--- src/rtl/iomem_timer.sv ---
// Memory-mapped 32-bit prescaled timer with a sticky compare-match interrupt.
// Bus requests complete with a single-cycle ready pulse, one cycle after valid.
module iomem_timer #(
    parameter logic [31:0] BASE_ADDR = 32'h0300_0000
) (
    input  logic        clk,
    input  logic        reset,
    input  logic        iomem_valid,
    output logic        iomem_ready,
    input  logic [3:0]  iomem_wstrb,
    input  logic [31:0] iomem_addr,
    input  logic [31:0] iomem_wdata,
    output logic [31:0] iomem_rdata,
    output logic        irq
);

    logic [2:0]  ctrl_q, ctrl_d;
    logic [15:0] prescale_q, prescale_d;
    logic [15:0] pcnt_q, pcnt_d;
    logic [31:0] count_q, count_d;
    logic [31:0] compare_q, compare_d;
    logic        match_q, match_d;
    logic        ready_q, ready_d;
    logic [31:0] rdata_q, rdata_d;

    logic        sel, accept, wr;
    logic [2:0]  reg_idx;
    logic [31:0] wmask;
    logic        wr_ctrl, wr_presc, wr_count, wr_cmp, wr_status;
    logic        tick, hit;
    logic [31:0] rd_mux;
    logic        unused_addr_lsb;

    assign unused_addr_lsb = &{1'b0, iomem_addr[1:0]};

    always_comb begin
        sel       = iomem_valid && (iomem_addr[31:5] == BASE_ADDR[31:5]);
        accept    = sel && !ready_q;
        wr        = accept && (iomem_wstrb != 4'b0000);
        reg_idx   = iomem_addr[4:2];
        wmask     = {{8{iomem_wstrb[3]}}, {8{iomem_wstrb[2]}},
                     {8{iomem_wstrb[1]}}, {8{iomem_wstrb[0]}}};
        wr_ctrl   = wr && (reg_idx == 3'd0);
        wr_presc  = wr && (reg_idx == 3'd1);
        wr_count  = wr && (reg_idx == 3'd2);
        wr_cmp    = wr && (reg_idx == 3'd3);
        wr_status = wr && (reg_idx == 3'd4);
    end

    // A bus write to COUNT overrides the tick, so no match is evaluated that cycle.
    always_comb begin
        tick = ctrl_q[0] && (pcnt_q == prescale_q);
        hit  = tick && !wr_count && (count_q == compare_q);
    end

    always_comb begin
        rd_mux = 32'h0;
        case (reg_idx)
            3'd0:    rd_mux = {29'h0, ctrl_q};
            3'd1:    rd_mux = {16'h0, prescale_q};
            3'd2:    rd_mux = count_q;
            3'd3:    rd_mux = compare_q;
            3'd4:    rd_mux = {31'h0, match_q};
            default: rd_mux = 32'h0;
        endcase
    end

    always_comb begin
        ctrl_d     = ctrl_q;
        prescale_d = prescale_q;
        pcnt_d     = pcnt_q;
        count_d    = count_q;
        compare_d  = compare_q;
        match_d    = match_q;
        ready_d    = accept;
        rdata_d    = accept ? rd_mux : 32'h0;

        if (wr_ctrl && iomem_wstrb[0]) begin
            ctrl_d = iomem_wdata[2:0];
        end
        if (wr_presc) begin
            prescale_d = (prescale_q & ~wmask[15:0]) | (iomem_wdata[15:0] & wmask[15:0]);
        end
        if (wr_cmp) begin
            compare_d = (compare_q & ~wmask) | (iomem_wdata & wmask);
        end

        if (ctrl_q[0]) begin
            pcnt_d = tick ? 16'h0 : pcnt_q + 16'd1;
        end
        if (wr_presc || wr_count) begin
            pcnt_d = 16'h0;
        end

        if (tick) begin
            count_d = (hit && ctrl_q[1]) ? 32'h0 : count_q + 32'd1;
        end
        if (wr_count) begin
            count_d = (count_q & ~wmask) | (iomem_wdata & wmask);
        end

        // Set beats a simultaneous software clear.
        if (wr_status && iomem_wstrb[0] && iomem_wdata[0]) begin
            match_d = 1'b0;
        end
        if (hit) begin
            match_d = 1'b1;
        end
    end

    always_ff @(posedge clk or posedge reset) begin
        if (reset) begin
            ctrl_q     <= 3'h0;
            prescale_q <= 16'h0;
            pcnt_q     <= 16'h0;
            count_q    <= 32'h0;
            compare_q  <= 32'h0;
            match_q    <= 1'b0;
            ready_q    <= 1'b0;
            rdata_q    <= 32'h0;
        end else begin
            ctrl_q     <= ctrl_d;
            prescale_q <= prescale_d;
            pcnt_q     <= pcnt_d;
            count_q    <= count_d;
            compare_q  <= compare_d;
            match_q    <= match_d;
            ready_q    <= ready_d;
            rdata_q    <= rdata_d;
        end
    end

    assign iomem_ready = ready_q;
    assign iomem_rdata = rdata_q;
    assign irq         = match_q & ctrl_q[2];

endmodule

--- config.mk ---
export PLATFORM = sky130hd
export DESIGN_NAME = iomem_timer
export DESIGN_NICKNAME = d
export VERILOG_FILES = /design/src/rtl/iomem_timer.sv
export SDC_FILE = /design/constraint.sdc
export NUM_CORES = 1
export LEC_CHECK = 0
export ABC_AREA = 1
export BUFFER_PORTS_ARGS = -buffer_cell sky130_fd_sc_hd__buf_2
export CAP_MARGIN = 20
export CORE_MARGIN = 5
export CORE_UTILIZATION = 40
export DETAILED_ROUTE_END_ITERATION = 10
export PLACE_DENSITY = 0.64
export SYNTH_ARGS = -nofsm -noshare
export SYNTH_HDL_FRONTEND = slang
export SYNTH_SLANG_ARGS = --single-unit
export TNS_END_PERCENT = 30
--- constraint.sdc ---
create_clock -name clk -period 5.3 [get_ports clk]
set_clock_uncertainty 0.15 [all_clocks]
set_input_delay 0.265 -clock clk [delete_from_list [all_inputs] [get_ports clk]]
set_output_delay 0.265 -clock clk [all_outputs]
set_load 0.01 [all_outputs]
# --- Yosys cells after proc, flatten, opt, wreduce, memory -nomap -nowiden ---
# Index checks and enable logic that the tools add are counted.
classes:
  addsub: 2
  mul: 0
  div: 0
  magnitude_cmp: 0
  n_eq_ne: 7
  n_shift: 0
  n_mux: 10
  bitwise: 11
  reduce_logical: 23
ops:
  columns: ["op", "count"]
  rows:
  - ["$pmux W32 S5", 1]
  - ["$mux W32", 4]
  - ["$and A32 B32 Y32", 3]
  - ["$or A32 B32 Y32", 2]
  - ["$mux W16", 3]
  - ["$add A32 B1 Y32 const B", 1]
  - ["$and A16 B16 Y16", 2]
  - ["$eq A32 B32 Y1", 1]
  - ["$not A32 Y32", 1]
  - ["$eq A27 B21 Y1 const B", 1]
  - ["$add A16 B1 Y16 const B", 1]
  - ["$eq A16 B16 Y1", 1]
  - ["$not A16 Y16", 1]
  - ["$or A16 B16 Y16", 1]
  - ["$logic_and A1 B1 Y1", 15]
  - ["$eq A3 B2 Y1 const B", 2]
  - ["$reduce_bool A2 Y1", 3]
  - ["$reduce_bool A4 Y1", 1]
  - ["$eq A3 B1 Y1 const B", 1]
  - ["$eq A3 B3 Y1 const B", 1]
  - ["$logic_not A3 Y1", 1]
  - ["$logic_not A1 Y1", 2]
  - ["$mux W1", 2]
  - ["$and A1 B1 Y1", 1]
  - ["$logic_or A1 B1 Y1", 1]
totals:
  ff_bits: 133
  latchBits: 0
  mem_bits_rw: 0
  romBits: 0
  out_inout_bits: 34
  word_cells: 61
  mem_count: 0

# --- Longest topological paths before layout ---
# Gate-level depths: netlist of the first run.
logic_depth:
  ltp_word: 12
  ltp_mapped: 15
  depth_no_buf: 14

# --- Worst setup path before layout of the first run ---
# Ideal clock, no wire load.
synth_timing:
  kind: "register to register"
  start: "reg ready_q (netlist: iomem_ready)"
  end: "reg pcnt_q[8]"
  t_arrival_ns: 1.650
  required_ns: 5.032
  slack_ns: 3.382
  stages_incl_launch_ff: 14
  n_path_buf: 1
  synth_period_minus_slack_ns: 1.918
  cell_sequence: "dfrtp_1 -> inv_1 -> nand2_1 -> nor2_1 -> nand2_1 -> nor2_2 -> nand3_4 -> inv_4 -> nand2_8 -> o211ai_2 -> inv_1 -> buf_4 -> nand2_1 -> nand2_1"
synth_via:
  elab_chain_len: 6
  word_cells_on_any_way: 8
  cone_classes: "mux: 1; reduce/logical: 7"
synth_lines:
  columns: ["item", "line_no", "text"]
  rows:
  - ["from (decl)", "23", "logic ready_q, ready_d;"]
  - ["from (signal assigned)", "128", "ready_q <= ready_d;"]
  - ["$logic_not A1 Y1 (*)", "38", "accept = sel && !ready_q;"]
  - ["$logic_and A1 B1 Y1 (*)", "38", null]
  - ["$logic_and A1 B1 Y1 (*)", "39", "wr = accept && (iomem_wstrb != 4'b0000);"]
  - ["$logic_and A1 B1 Y1, on equally long branches", "44, 45", null]
  - ["$logic_or A1 B1 Y1 (*)", "91", "if (wr_presc || wr_count) begin"]
  - ["$mux W16 / $reduce_bool A2 Y1 (equally long branches)", null, null]
  - ["to (signal assigned)", "124", "pcnt_q <= pcnt_d;"]
  - ["to (decl)", "19", "logic [15:0] pcnt_q, pcnt_d;"]
# Mark *: on every way between the ends. The rest lies on a longest branch, timed or not.
# A chain may end at the register's enable or synchronous reset.

==> results of run 1 <==
## worst max path at each step
stage	from	end	slack, ns	depth (start not counted)
finish	ctrl_q[0]	flip-flop	2.37	11
global route	ctrl_q[0]	flip-flop	2.04	11
CTS	ctrl_q[0]	flip-flop	2.41	11
detailed placement	iomem_addr[2]	flip-flop	2.36	10
global placement	iomem_addr[2]	flip-flop	2.36	10
floorplan	reset	asynchronous set/reset pin	1.33	1
## kinds of logic after synthesis
kind of cell / Yosys count / synth area share
buf+inv: 206 / 0.0985
fa+ha+maj: 2 / 0.00291
xor+xnor: 49 / 0.0499
compound gates: 125 / 0.0844
mux: 14 / 0.0183
flops: 133 / 0.387
simple gates: 689 / 0.359
## timing repair
action,in CTS,in global routing
endpoints found under the hold margin,124,0
hold buffers,29,0
gates resized for setup,0,0
## cell usage in the layout, fill, tap and decap left out, drive strengths merged, types with 25 or more instances in the layout
cell	instances
dfrtp	133
a21oi	25
o21ai	62
buf	106
nor2	157
nor3	33
nand4	37
xor2	45
nand2	387
inv	167
nand3	56
dlygate4sd3	29
## worst max-delay path: stages (launching register included)
cell,delay (ns)
dfrtp_1,0.72
nand2_1,0.11
nor2_1,0.11
nand2_1,0.07
nor2_2,0.13
nand3_2,0.15
nor2_4,0.19
nand3_2,0.47
nand2_2,0.48
nor2_1,0.10
nand2_1,0.07
nand2_1,0.04
## cells in the mapped netlist, drive strengths merged
| library cell | n |
|---|---|
| nor3 | 33 |
| xnor2 | 4 |
| nand3b | 9 |
| xor2 | 45 |
| a41oi | 1 |
| nor2 | 157 |
| and2 | 1 |
| o22ai | 1 |
| buf | 19 |
| clkbuf | 20 |
| ha | 2 |
| a31oi | 13 |
| a211oi | 1 |
| a22oi | 16 |
| a221oi | 1 |
| nand2 | 387 |
| nor3b | 3 |
| inv | 165 |
| nand3 | 56 |
| mux2 | 14 |
| o211ai | 1 |
| nand4 | 37 |
| a22o | 3 |
| a21oi | 25 |
| o21ai | 62 |
| nor4 | 4 |
| and3 | 2 |
| o31ai | 1 |
| dfrtp | 133 |
| clkinv | 2 |
## final cells by class
| class | count | area [sq um] | area share |
|---|---|---|---|
| flip-flops and latches | 133 | 3330 | 0.329 |
| well taps | 275 | 344 | 0.0340 |
| inverters | 167 | 637 | 0.0629 |
| repair buffers | 135 | 831 | 0.0821 |
| clock inverters | 12 | 104 | 0.0103 |
| multi-input cells | 879 | 4430 | 0.437 |
| clock buffers | 19 | 453 | 0.0447 |
## power breakdown
part             switching (W)  internal [W]  total [W]
combinational        0.0000714     0.0000420   0.000113
sequential     0.0000000000242       0.00102    0.00102
clock                 0.000474      0.000666    0.00114
total                 0.000545       0.00172    0.00227
## metal layers
layer / track usage / vias to the layer above / share of wire
met5: 0 / - / 0
met2: 0.330 / 200 / 0.45
met1: 0.290 / 3705 / 0.47
li1: - / 4102 / -
met3: 0.0395 / 38 / 0.059
met4: 0.0636 / 0 / 0.019
## per-stage QoR
stage / hold WS, ns / area, sq um / worst slack [ns] / instances
floorplan: 0.260 / 8600 / 1.33 / 1218
global placement: 0.316 / 9280 / 2.36 / 1560
detailed placement: 0.317 / 9280 / 2.36 / 1560
CTS: 0.00119 / 10100 / 2.41 / 1620
global route: 0.0110 / 10100 / 2.04 / 1620
finish: 0.0104 / 10100 / 2.37 / 1620
==> metrics.md, run 1 <==
| Metric | Value |
|---|---|
| Status | completed |
| Worst-margin pin slew | 0.947 ns |
| Largest net degree at the start of global routing | 84 |
| Chip Width | 157 um |
| Syn nets | 1291 |
| Syn Area/Cell | 7.06 sq um |
| RSZ-0062 raised after global routing | false |
| Max Cap Violations | 0 |
| Diode count | 0 |
| Hold-critical path depth | 3 |
| Layout cells sized above 1 | 0.161 |
| Deepest clock path buffer count | 2 |
| Drt total wl | 24900 um |
| Critical path class | reg -> reg |
| Critical Path Fanout Max | 20 |
| Gr usage total | 0.208 |
| Final Cycle Share | 0.553 |
| Ranking of synthesized cells by area | dfrtp_1 39%, nand2_1 16%, inv_1 6.4% |
| Buffers on Ports | 102 |
| Global-route wire length before repair | 40900 um |
| Post-DP HPWL | 18700 um |
| I/O Pins | 105 |
| Worst Path Arrival | 3.10 ns |
| Flop2flop setup slack | 2.37 ns |
| P_leak | 5.17 nW |
| Fillers | 2129 |
| Initial Utilization | 0.408 |
| CP Capture Type | flip-flop |
| DRT Pass-1 Iters | 5 |
| Gr ovfl total | 0 |
| Final nets | 1406 |
| Type of the worst min-delay path | in -> reg |
| CTS Sinks | 133 |
| Synth Instances | 1218 |
| Core box area | 0.0211 sq mm |
| Period minus WS final | 2.93 ns |
| Total power | 0.00227 W |
| Sequential-to-total area share from yosys stat | 0.387 |
| Fmax | 341 MHz |
| Via Count | 8045 |
| Avg WL per Cell | 15.3 um |
| Utilization after layout | 0.480 |
| Worst reg2reg path depth | 11 |
| Worst VDD drop | 0.157 mV |
| Slew HR | 0.369 |
| Number of synthesized register bits | 133 |
| Cell variety after synth | 50 |
| Post CTS Setup Buffer Count | 0 |
| Antenna Nets Post-Route | 0 |
| Post-synth top area cell | dfrtp_1 |
| Setup TNS | 0 ns |
| Worst-path clk slew | 0.06 ns |
| Required time of the worst setup path | 5.47 ns |
| CTS tree | done |
| Die footprint | 0.0245 sq mm |
| Post-synth top area share | 0.387 |
| Number of buffers created by CTS | 17 |
| Pwr Density | 224 mW/mm^2 |
| Hold path start | iomem_wdata[12] |
| Final hold vios | 0 |
| RR Startpoint | ctrl_q[0] |
| Root Driver | clkbuf_16 |
| Initial antenna violation count | 0 |
| Detailed-route DRC error count | 0 |
| H-Tree Depth | 4 |
| GPL Wtd Cong | 0.935 |
| Post-Syn Area | 0.00860 sq mm |
| YS warnings | 0 |
| Max Slew Vio Count | 0 |
| Setup violators final | 0 |
| Worst skew pair latency | 0.43 ns |
| Row cnt | 53 |
| Vias in the first global route | 7844 |
| DR vias/cell | 4.97 |
| Layout area overhead | 17.7% |
| Die Ht | 157 um |
| Worst setup SP type | flip-flop |
| DRT iter0 DRCs | 515 |
Note: power is estimated with default switching activity, not from simulation.
==> inputs of run 2 (changes only) <==
- clock period: 5.3 -> 2.7 ns (I/O delays scaled with it)
==> metrics.md, run 2 (synthesized netlist as in run 1, its figures left out) <==
| Metric | Value |
|---|---|
| Initial antenna violation count | 0 (unchanged) |
| Via Count | 8248 (was 8045) |
| Worst Path Arrival | 2.71 ns (was 3.10 ns) |
| Critical Path, Cell by Cell | inv_2 -> nand2_2 -> nand2_1 -> nor2_1 -> nand4_1 -> nor3_1 -> nand3_1 -> nand2_1 -> o21ai_0 -> nand2_1 -> nand2_1 (was nand2_1 -> nor2_1 -> nand2_1 -> nor2_2 -> nand3_2 -> nor2_4 -> nand3_2 -> nand2_2 -> nor2_1 -> nand2_1 -> nand2_1) |
| Layout area overhead | 21.5% (was 17.7%) |
| CTS tree | done (unchanged) |
| Reg area | 0.00333 sq mm (unchanged) |
| RSZ-0062 raised after global routing | false (unchanged) |
| DRT iter0 DRCs | 577 (was 515) |
| Required time of the worst setup path | 2.87 ns (was 5.47 ns) |
| CTS Sinks | 133 (unchanged) |
| Buffers on Ports | 102 (unchanged) |
| Post-DP HPWL | 19000 um (was 18700 um) |
| Fmax | 393 MHz (was 341 MHz) |
| Largest net degree at the start of global routing | 83 (was 84) |
| Most common cell after layout, fill and taps aside | nand2_1 (unchanged) |
| Slew HR | 0.369 (about the same) |
| Cell repeated most along the worst path | nand2_1 (unchanged) |
| Drt total wl | 25200 um (was 24900 um) |
| Final Cycle Share | 0.942 (was 0.553) |
| Gr ovfl total | 0 (unchanged) |
| CP Capture Type | flip-flop (unchanged) |
| Worst VDD drop | 0.375 mV (was 0.157 mV) |
| Row cnt | 53 (unchanged) |
| Worst-path clk slew | 0.06 ns (about the same) |
| Post CTS Setup Buffer Count | 0 (unchanged) |
| P_leak | 5.34 nW (was 5.17 nW) |
| Final nets | 1436 (was 1406) |
| Deepest clock path buffer count | 2 (unchanged) |
| Chip Width | 157 um (unchanged) |
| Core box area | 0.0211 sq mm (unchanged) |
| Number of buffers created by CTS | 17 (unchanged) |
| Critical Path Fanout Max | 6 (was 20) |
| Worst skew pair latency | 0.43 ns (about the same) |
| Worst setup SP type | flip-flop (unchanged) |
| Vias in the first global route | 8157 (was 7844) |
| Period minus WS final | 2.54 ns (was 2.93 ns) |
| Max Cap Violations | 0 (unchanged) |
| Die Ht | 157 um (unchanged) |
| Multi-input gate area | 0.00443 sq mm (unchanged) |
| Slowest CP cell | dfrtp_1 (unchanged) |
| Global-route wire length before repair | 41400 um (was 40900 um) |
| GPL Wtd Cong | 0.938 (was 0.935) |
| Antenna Nets Post-Route | 0 (unchanged) |
| H-Tree Depth | 4 (unchanged) |
| Root Driver | clkbuf_16 (unchanged) |
| Diode count | 0 (unchanged) |
| Die footprint | 0.0245 sq mm (unchanged) |
| Most frequent cells in the layout | 376 x nand2_1, 146 x nor2_1, 145 x inv_1 (unchanged) |
| Critical path class | reg -> reg (unchanged) |
| Avg WL per Cell | 15.3 um (about the same) |
| DRT Pass-1 Iters | 5 (unchanged) |
| Gr usage total | 0.212 (was 0.208) |
| Status | completed (unchanged) |
| Fillers | 2115 (was 2129) |
| Buf+Inv Stages, Crit Path | 1 (was 0) |
| Largest stage delay, worst path | 0.47 ns (was 0.72 ns) |
| Max Slew Vio Count | 0 (unchanged) |
| Setup TNS | 0 ns (unchanged) |
| Setup violators final | 0 (unchanged) |
| DR vias/cell | 5.00 (was 4.97) |
| Initial Utilization | 0.408 (unchanged) |
| Final hold vios | 0 (unchanged) |
| Cell family with most CP delay | simple AND/OR/NAND/NOR gates (unchanged) |
| Hold slack final | 0.0446 ns (was 0.0104 ns) |
| Worst-margin pin slew | 0.947 ns (about the same) |
| Layout cells sized above 1 | 0.173 (was 0.161) |
| Pwr Density | 447 mW/mm^2 (was 224 mW/mm^2) |
| Type of the worst min-delay path | in -> reg (unchanged) |
| Detailed-route DRC error count | 0 (unchanged) |
| I/O Pins | 105 (unchanged) |
==> run 2: changes by cell type in the layout (fill, tap and decap cells not counted), sizes merged <==
cell	delta
inv	-3
dlygate4sd3	+9
bufinv	+2
clkinvlp	-1
buf	+21
clkbuf	+1
clkinv	+2
==> run 2: power by group <==
group | switching [W] | leakage [nW] | internal [W]
logic | 0.000143 | 3.28 | 0.0000950
registers | 0.0000000000449 | 1.75 | 0.00199
clock network | 0.000915 | 0.306 | 0.00152
==> run 2: path summary, 6_finish.rpt <==
check | startpoint | to | slack (ns) | cells past startpoint
worst max-delay path | pcnt_q[7] | flip-flop | 0.16 | 11
worst min-delay path | iomem_addr[3] | iomem_rdata[1] | 0.04 | 6
worst max register to register | pcnt_q[7] | flip-flop | 0.16 | 11
worst min register to register | flip-flop | flip-flop | 0.36 | 2
max in group asynchronous | reset | iomem_ready | 1.58 | 4
min in group asynchronous | reset | asynchronous set/reset pin | 0.25 | 4
==> run 2: metrics by stage <==
stage / util / instances / power (W) / setup slack [ns] / area [sq um]
6_report: 0.495 / 1651 / 0.00467 / 0.157 / 10400
5_1_grt: 0.495 / 1651 / 0.00481 / 0.0175 / 10400
4_1_cts: 0.495 / 1651 / 0.00471 / 0.247 / 10400
3_5_place_dp: 0.448 / 1581 / 0.00223 / 0.282 / 9450
3_3_place_gp: 0.448 / 1581 / 0.00223 / 0.311 / 9450
2_1_floorplan: - / 1218 / 0.00212 / 0.764 / 8600
==> run 2: final cells by class <==
class                           instances  area share
Multi-Input combinational cell        879       0.424
Clock buffer                           20      0.0447
Timing Repair Buffer                  165       0.104
Inverter                              167      0.0608
Clock inverter                         12      0.0146
Sequential cell                       133       0.319
Tap cell                              275      0.0329
==> run 2: metal layers <==
layer / GRT usage / vias up / wire [um]
met5: 0 / - / 0
met4: 0.0612 / 0 / 371
li1: - / 4156 / -
met3: 0.0368 / 31 / 1500
met1: 0.293 / 3802 / 11800
met2: 0.342 / 259 / 11600
==> run 2: tightest hold or removal path, stage by stage <==
cell and delay (ns):
buf_2 0.10, nor2_1 0.06, inv_1 0.07, nor2_1 0.08, nand2_1 0.07, a21oi_1 0.06
==> run 2: timing repair <==
item	in CTS	in global routing
endpoints found under the hold margin	213	0
gates resized for setup	0	0
hold buffers	38	0
==> inputs of run 3 (changes only) <==
- ABC_AREA: 1 -> unset
- PLACE_DENSITY: 0.64 -> 0.65
==> metrics.md, run 3 <==
| Metric | Value |
|---|---|
| Critical Path, Cell by Cell | xnor2_1 -> nand4_1 -> or3_4 -> nor3b_4 -> o211ai_4 -> buf_12 -> or4_1 -> nand3_1 (was inv_2 -> nand2_2 -> nand2_1 -> nor2_1 -> nand4_1 -> nor3_1 -> nand3_1 -> nand2_1 -> o21ai_0 -> nand2_1 -> nand2_1) |
| Compound-Gate Fraction of Synth Area | 0.139 (was 0.0844) |
| P_leak | 4.47 nW (was 5.34 nW) |
| Worst Hold Endpoint | iomem_ready (was iomem_rdata[1]) |
| EDFF count, synth | 0 (unchanged) |
| Syn Area/Cell | 10.2 sq um (was 7.06 sq um) |
| Cell family with most CP delay | simple AND/OR/NAND/NOR gates (unchanged) |
| Type of the worst min-delay path | in -> reg (unchanged) |
| Max Cap Violations | 0 (unchanged) |
| Die Ht | 144 um (was 157 um) |
| Antenna Nets Post-Route | 0 (unchanged) |
| Slowest CP cell | or4_1 (was dfrtp_1) |
| Worst-path clk slew | 0.06 ns (about the same) |
| Initial Utilization | 0.402 (was 0.408) |
| Root Driver | clkbuf_16 (unchanged) |
| RSZ-0062 raised after global routing | true (was false) |
| Final instance count without filler cells | 1138 (was 1651) |
| Slew HR | 0.567 (was 0.369) |
| Row cnt | 49 (was 53) |
| I/O Pins | 105 (unchanged) |
| Worst-margin pin slew | 0.648 ns (was 0.947 ns) |
| Avg WL per Cell | 18.0 um (was 15.3 um) |
| Most frequent cell after synthesis | dfrtp_1 (was nand2_1) |
| Hold path start | iomem_addr[22] (was iomem_addr[3]) |
| Layout cells sized above 1 | 0.339 (was 0.173) |
| Period minus WS final | 2.65 ns (was 2.54 ns) |
| Xor-xnor portion of the synthesized cell area | 0.0671 (was 0.0499) |
| Adder-Cell Fraction of Synth Area | 0.00349 (was 0.00291) |
| CTS Sinks | 133 (unchanged) |
| Post-synth top area cell | dfrtp_1 (unchanged) |
| Core box area | 0.0178 sq mm (was 0.0211 sq mm) |
| Diode count | 0 (unchanged) |
| Fillers | 1586 (was 2115) |
| Die footprint | 0.0207 sq mm (was 0.0245 sq mm) |
| Proportion of synthesized area in mux cells | 0.103 (was 0.0183) |
| Setup violators final | 0 (unchanged) |
| Deepest clock path buffer count | 2 (unchanged) |
| Max Slew Vio Count | 0 (unchanged) |
| Flop2flop setup slack | 0.05 ns (was 0.16 ns) |
| Most frequent cells in the layout | 131 x dfrtp_1, 102 x buf_2, 77 x buf_4 (was 376 x nand2_1, 146 x nor2_1, 145 x inv_1) |
| Post-DP HPWL | 15000 um (was 19000 um) |
| Fmax | 378 MHz (was 393 MHz) |
| DR vias/cell | 5.46 (was 5.00) |
| Detailed-route DRC error count | 0 (unchanged) |
| Buffers on Ports | 102 (unchanged) |
| Largest net degree at the start of global routing | 50 (was 83) |
| Largest family of logic cells by synthesized area | simple AND/OR/NAND/NOR gates (unchanged) |
| Status | completed (unchanged) |
| Worst Path Arrival | 2.86 ns (was 2.71 ns) |
| Critical Path Fanout Max | 11 (was 6) |
| Drt total wl | 20400 um (was 25200 um) |
| Buf+Inv Stages, Crit Path | 1 (unchanged) |
| CP Capture Type | flip-flop (unchanged) |
| RR Startpoint | pcnt_q[12] (was pcnt_q[7]) |
| Vias in the first global route | 6265 (was 8157) |
| H-Tree Depth | 4 (unchanged) |
| Gr usage total | 0.205 (was 0.212) |
| Final nets | 969 (was 1436) |
| Final Cycle Share | 0.980 (was 0.942) |
| Sequential-to-total area share from yosys stat | 0.464 (was 0.387) |
| Post-synthesis simple-gate area fraction | 0.189 (was 0.359) |
| Most common cell after layout, fill and taps aside | dfrtp_1 (was nand2_1) |
| GPL Wtd Cong | 0.928 (was 0.938) |
| Post-synth top area share | 0.464 (was 0.387) |
| Total power | 0.00479 W (was 0.00467 W) |
| Number of buffers created by CTS | 17 (unchanged) |
| Largest stage delay, worst path | 0.50 ns (was 0.47 ns) |
| Gr ovfl total | 0 (unchanged) |
| Initial antenna violation count | 0 (unchanged) |
| DRT iter0 DRCs | 535 (was 577) |
| Required time of the worst setup path | 2.91 ns (was 2.87 ns) |
| Hold-critical path depth | 5 (was 6) |
| Global-route wire length before repair | 33200 um (was 41400 um) |
| Number of synthesized register bits | 133 (unchanged) |
| Worst VDD drop | 0.428 mV (was 0.375 mV) |
| Post-placement cell count | 1061 (was 1581) |
| Share of synthesized flip-flops with an asynchronous set or reset | 1.00 (unchanged) |
| Via Count | 6214 (was 8248) |
| Layout area overhead | 32.6% (was 21.5%) |
| CTS tree | done (unchanged) |
| Ranking of synthesized cells by area | dfrtp_1 46%, mux2_2 9.7%, xnor2_1 5.0% (was dfrtp_1 39%, nand2_1 16%, inv_1 6.4%) |
| DRT Pass-1 Iters | 5 (unchanged) |
| Post-Syn Area | 0.00718 sq mm (was 0.00860 sq mm) |
| Top post-synthesis cells by count | 133 x dfrtp_1, 62 x mux2_2, 61 x nor2_1 (was 376 x nand2_1, 146 x inv_1, 146 x nor2_1) |
| Worst setup SP type | flip-flop (unchanged) |
| Final hold vios | 0 (unchanged) |
| Utilization after layout | 0.534 (was 0.495) |
| Most used DFF post-synth | dfrtp_1 (unchanged) |
| Synth Instances | 704 (was 1218) |
| Pwr Density | 503 mW/mm^2 (was 447 mW/mm^2) |
| Syn nets | 777 (was 1291) |
| Worst skew pair latency | 0.42 ns (was 0.43 ns) |
| Critical path class | reg -> reg (unchanged) |
| Chip Width | 144 um (was 157 um) |
| YS warnings | 0 (unchanged) |
| Cell variety after synth | 62 (was 50) |
| Worst reg2reg path depth | 8 (was 11) |
## run 3: repair_timing
| item | CTS | global route |
|---|---|---|
| endpoints found under the hold margin | 108 | 0 |
| hold buffers | 37 | 0 |
| buffers inserted | 0 | 8 |
| resized for setup | 0 | 15 |
| setup endpoints to repair | 0 | 24 |
## run 3: per-stage QoR
stage / hold slack [ns] / area (sq um) / TNS [ns] / setup slack (ns)
floorplan: 0.101 / 7180 / 0 / 0.287
global placement: 0.113 / 8400 / 0 / 0.108
detailed placement: 0.119 / 8400 / 0 / 0.0762
CTS: 0.0599 / 9400 / 0 / 0.0457
global route: 0.121 / 9520 / -0.106 / -0.0748
finish: 0.0891 / 9520 / 0 / 0.0541
## run 3: cell families (layout without fill, tap and decap cells)
kind of cell	count (synthesis)	count (layout)
flip-flops	133	133
multiplexers	65	65
AO/OA/AOI/OAI	132	132
XOR/XNOR	55	55
AND/OR/NAND/NOR	258	258
adder cells (fa/ha/maj)	2	2
buffers and inverters	59	264
## run 3: metal layers
metal / GRT usage / vias to the layer above / wire length (um)
met1: 0.285 / 3038 / 9150
met3: 0.0403 / 27 / 1250
met4: 0.0649 / 0 / 437
met2: 0.325 / 188 / 9610
li1: - / 2961 / -
met5: 0 / - / 0
## run 3: power breakdown
group / switching (W) / total [W] / internal [W]
clock network: 0.000917 / 0.00247 / 0.00155
logic: 0.000159 / 0.000299 / 0.000140
registers: 0.0000164 / 0.00202 / 0.00200
total: 0.00109 / 0.00479 / 0.00370
## run 3: layout make-up
type,instances,area (sq um),area share
Inverter,10,41.3,0.00434
Tap cell,229,287,0.0301
Multi-Input combinational cell,512,3660,0.385
Clock inverter,15,203,0.0213
Clock buffer,17,425,0.0447
Sequential cell,133,3330,0.350
Timing Repair Buffer,222,1570,0.165
## run 3: worst register-to-register path, stage by stage (launching register included)
cell	delay, ns
dfrtp_1	0.40
xnor2_1	0.17
nand4_1	0.18
or3_4	0.44
nor3b_4	0.31
o211ai_4	0.17
buf_12	0.18
or4_1	0.51
nand3_1	0.09
## run 3: worst max path at each step
stage | startpoint | to | slack (ns) | cells after the start
2_1_floorplan | pcnt_q[0] | flip-flop | 0.29 | 8
3_3_place_gp | flip-flop | flip-flop | 0.11 | 8
3_5_place_dp | flip-flop | flip-flop | 0.08 | 10
4_1_cts | flip-flop | flip-flop | 0.05 | 10
5_1_grt | flip-flop | flip-flop | -0.07 | 8
6_report | pcnt_q[12] | flip-flop | 0.05 | 8
